===== config.mk =====
export PLATFORM = sky130hd
export DESIGN_NAME = s65nllhs2ph_64x8
export DESIGN_NICKNAME = d
export VERILOG_FILES = /design/src/rtl/s65nllhs2ph_64x8.sv
export SDC_FILE = /design/constraint.sdc
export NUM_CORES = 1
export LEC_CHECK = 0
export CORE_ASPECT_RATIO = 1.1
export CORE_MARGIN = 3
export CORE_UTILIZATION = 50
export CTS_CLUSTER_DIAMETER = 80
export DETAILED_ROUTE_END_ITERATION = 10
export PLACE_DENSITY = 0.66
export SLEW_MARGIN = 10
export SYNTH_ARGS = -nofsm -noshare
export SYNTH_HDL_FRONTEND = slang
export SYNTH_SLANG_ARGS = --single-unit

===== constraint.sdc =====
create_clock -name CLK -period 28.1 [get_ports CLK]
set_input_delay 5.62 -clock CLK [delete_from_list [all_inputs] [get_ports CLK]]
set_output_delay 5.62 -clock CLK [all_outputs]
set_load 0.02 [all_outputs]

===== src/rtl/s65nllhs2ph_64x8.sv =====
// Two-port register file: registered read on port A, bit-masked write on port B.
// The asynchronous reset clears both the storage array and the read register.
module s65nllhs2ph_64x8 #(
   parameter int Bits       = 8,
   parameter int Word_Depth = 64,
   parameter int Add_Width  = 6,
   parameter int Wen_Width  = 8
) (
   input  logic                 CLK,
   input  logic                 RST,
   input  logic                 CENA,
   input  logic [Add_Width-1:0] AA,
   output logic [Bits-1:0]      QA,
   input  logic                 CENB,
   input  logic [Wen_Width-1:0] BWENB,
   input  logic [Add_Width-1:0] AB,
   input  logic [Bits-1:0]      DB
);

   logic [Bits-1:0] mem_r [Word_Depth];
   logic [Bits-1:0] qa_r;
   logic [Bits-1:0] rd_word_s;
   logic [Word_Depth-1:0] we_s;

   // Word-select decode; out-of-range write addresses never match a word.
   always_comb begin
      we_s = '0;
      for (int i = 0; i < Word_Depth; i++) begin
         if (CENB && (AB == i[Add_Width-1:0])) begin
            we_s[i] = 1'b1;
         end else begin
            we_s[i] = 1'b0;
         end
      end
   end

   // Read mux; out-of-range read addresses return zero.
   always_comb begin
      rd_word_s = '0;
      for (int i = 0; i < Word_Depth; i++) begin
         if (AA == i[Add_Width-1:0]) begin
            rd_word_s = mem_r[i];
         end else begin
            rd_word_s = rd_word_s;
         end
      end
   end

   // Storage array with per-bit masked update.
   always_ff @(posedge CLK or posedge RST) begin
      if (RST) begin
         for (int i = 0; i < Word_Depth; i++) begin
            mem_r[i] <= '0;
         end
      end else begin
         for (int i = 0; i < Word_Depth; i++) begin
            if (we_s[i]) begin
               mem_r[i] <= (mem_r[i] & ~BWENB) | (DB & BWENB);
            end
         end
      end
   end

   // Read register samples pre-write contents, giving read-before-write on collision.
   always_ff @(posedge CLK or posedge RST) begin
      if (RST) begin
         qa_r <= '0;
      end else if (CENA) begin
         qa_r <= rd_word_s;
      end
   end

   assign QA = qa_r;

endmodule


==> impl_metrics.csv <==
group,metric,value,unit
status,outcome,"finished clean",
flow_run,maxCapViolations,0,
route,drc,0,
critical_path,path_max_fanout,67,
floorplanning,fp.dieW,233,um
power,power_density,59.9,nW/um2
route,num_vias,23800,
power,p_leak,13.5,nW
logic_synthesis,syn_area,28500,um2
cts,clock_path_buffers,3,
logic_synthesis,synth-seq-area-share,45.7,%
timing,skew,0.0164,ns
placement,port_buffers,39,
grt,grt_pass1_wl,156000,um
logic_synthesis,synth_top_area_cell,"dfrtp_1",
timing,period_needed,9.41,ns
critical_path,worstRegToRegCells,7,
timing,worstMarginPinSlew,1.22,ns
timing,drv_slew,0,
critical_path,r2r_slack,25.19,ns
route,drtAntennaViolNets,0,
hold_path,hp-class,"register to register",
cts,h-tree-depth,2,
route,firstDrtPassIters,6,
floorplanning,pin_count,40,
critical_path,path_cells,"buf_6 -> buf_4 -> or2_2 -> o21ai_0 -> o221ai_1 -> a41oi_1 -> nor4b_1 -> o2111ai_1 -> o211ai_1",
hold_path,hold_depth,1,
logic_synthesis,async_flop_share,100,%
grt,first_global_vias,23500,
timing,relSlewSlack,18.4,%
critical_path,start_kind,"primary input",
logic_synthesis,synth_area_leaders,"dfrtp_1 (46%), mux2_2 (21%), nand2_1 (8.0%)",
critical_path,critPathBufInv,2,
route,route.met3.wl,10400,um
floorplanning,die_h,256,um
route,drtIter0Drc,3270,
logic_synthesis,ys_ff_latch,520,
logic_synthesis,synth.most_common_cell,"nand2_1",
grt,grt_max_degree,169,
logic_synthesis,yosys.cell_types.count,81,
critical_path,crit_family,"simple AND/OR/NAND/NOR gates",
logic_synthesis,synth_warnings,0,
cts,cts_repair_resize_count,0,
cts,cts_hold_buffers,0,
route,routed_wl,103000,um
final_layout,drive_above_1_share,26.5,%
logic_synthesis,synth-edff-count,0,
floorplanning,rows,91,
logic_synthesis,yosys_most_used_dff,"dfrtp_1",
logic_synthesis,syn-num-nets,2860,
placement,dp_hpwl,63100,um
critical_path,critPathKind,"primary input to register",
grt,antenna_found_initial,3,
route,dr.max_layer_used,"met5",
logic_synthesis,synth.top_cell.area_share,45.7,%
route,wl_met1,41100,um
final_layout,final_util,55.1,%
logic_synthesis,avgSynthCellArea,10.1,um2
timing,period_share,33.5,%
power,peakVddDrop,0.0512,mV
placement,gp_congestion,0.930,
grt,grt-ovfl-total,0,
cts,cts_sinks,520,
logic_synthesis,synth_cells,2828,
critical_path,timing.rr.end,"QA[4]",
critical_path,max_stage_delay,0.93,ns
route,via_per_inst,6.78,
cts,cts_tree,"yes",
floorplanning,core_area,56200,um2
cts,cts_root_buffer,"clkbuf_16",
floorplanning,dieArea,59800,um2
logic_synthesis,synth_common_cells,"nand2_1 (607), mux2_2 (533), dfrtp_1 (520)",
critical_path,cpMaxStageDelayCell,"nor4b_1",
timing,setup_violations,0,
final_layout,area_delta_synth_final,8.94,%
critical_path,worst_setup_path_end_kind,"register",
route,wire_per_inst,29.4,um
grt,track_usage,34.4,%
final_layout,final_nets,2754,
route,dr_wl_met2,46600,um
timing,grt_setup_unrepaired,"false",
critical_path,arrival,9.96,ns
cts,clock_latency,0.63,ns
cts,cts_setup_buffers,0,
floorplanning,start_util,50.6,%
critical_path,worstPathRequired,28.65,ns
timing,fmax,0.106,GHz
timing,hold_viol_final,0,
cts,numCtsBuffers,56,
timing,tns,0,ns
cts,path_clk_slew,0.06,ns
[per-stage QoR]
step                      worst slack [ns]  power (mW)  cell area, um2  std cells  hold WS, ns
after floorplan                       7.95        1.00           28500       2828        0.459
after global placement               18.31        1.09           29100       3408        0.479
after detailed placement             18.34        1.09           29100       3408        0.486
after CTS                            18.97        1.85           31000       3512        0.499
after global routing                 18.61        1.91           31000       3512        0.510
final                                18.69        1.86           31000       3513        0.493
[logic make-up (layout without fill, tap and decap cells)]
family	count (synthesis)	in the layout	share of synthesized area, %
and+or+nand+nor	938	938	14.3
muxes	595	595	24.0
DFF	520	520	45.7
AOI/OAI and AO/OA	511	511	12.0
buffers and inverters	264	204	3.86
other	0	1	0
[worst max-delay path by stage]
stage,from,to,slack (ns),depth (start not counted)
after global placement,AA[0],QA[4],18.31,9
final,AA[0],QA[4],18.69,9
after global routing,RST,asynchronous set/reset pin,18.61,5
after floorplan,RST,QA[0],7.95,1
after CTS,AA[0],QA[4],18.97,9
after detailed placement,RST,asynchronous set/reset pin,18.34,5
[metal layers]
metal / vias to the layer above / track usage, %
met4: 2 / 15.4
met3: 359 / 6.39
met2: 1525 / 52.2
li1: 9912 / -
met5: - / 0
met1: 12000 / 48.1
[report_power, final]
group	internal, mW	switching [mW]
logic	0.0881	0.145
clock network	0.452	0.317
registers	0.811	0.0430
total	1.35	0.505
[layout by cell type, fill, tap and decap left out, types with 32 or more instances in the layout]
| master | instances |
|---|---|
| a21oi_1 | 111 |
| buf_4 | 47 |
| clkbuf_16 | 58 |
| dfrtp_1 | 520 |
| mux2_2 | 533 |
| mux2i_1 | 39 |
| nand2_1 | 607 |
| nand3_1 | 32 |
| nor2_1 | 146 |
| nor3_1 | 35 |
| o21ai_0 | 109 |
| o22ai_1 | 45 |
[cell type report]
type,instances,area [um2]
Sequential cell,520,13000
Antenna cell,1,2.50
Clock buffer,90,1750
Inverter,12,52.6
Fill cell,4968,25200
Timing Repair Buffer,88,716
Clock inverter,14,156
Multi-Input combinational cell,2044,14400
Tap cell,744,931
[worst register-to-register path: cells and delay by family (launching register included)]
kind / cells / cell delay [ns]
DFF: 1 / 0.34
AOI/OAI and AO/OA: 5 / 1.40
and+or+nand+nor: 1 / 0.93
muxes: 1 / 0.15
No activity file was read; power rests on OpenSTA's default activity.
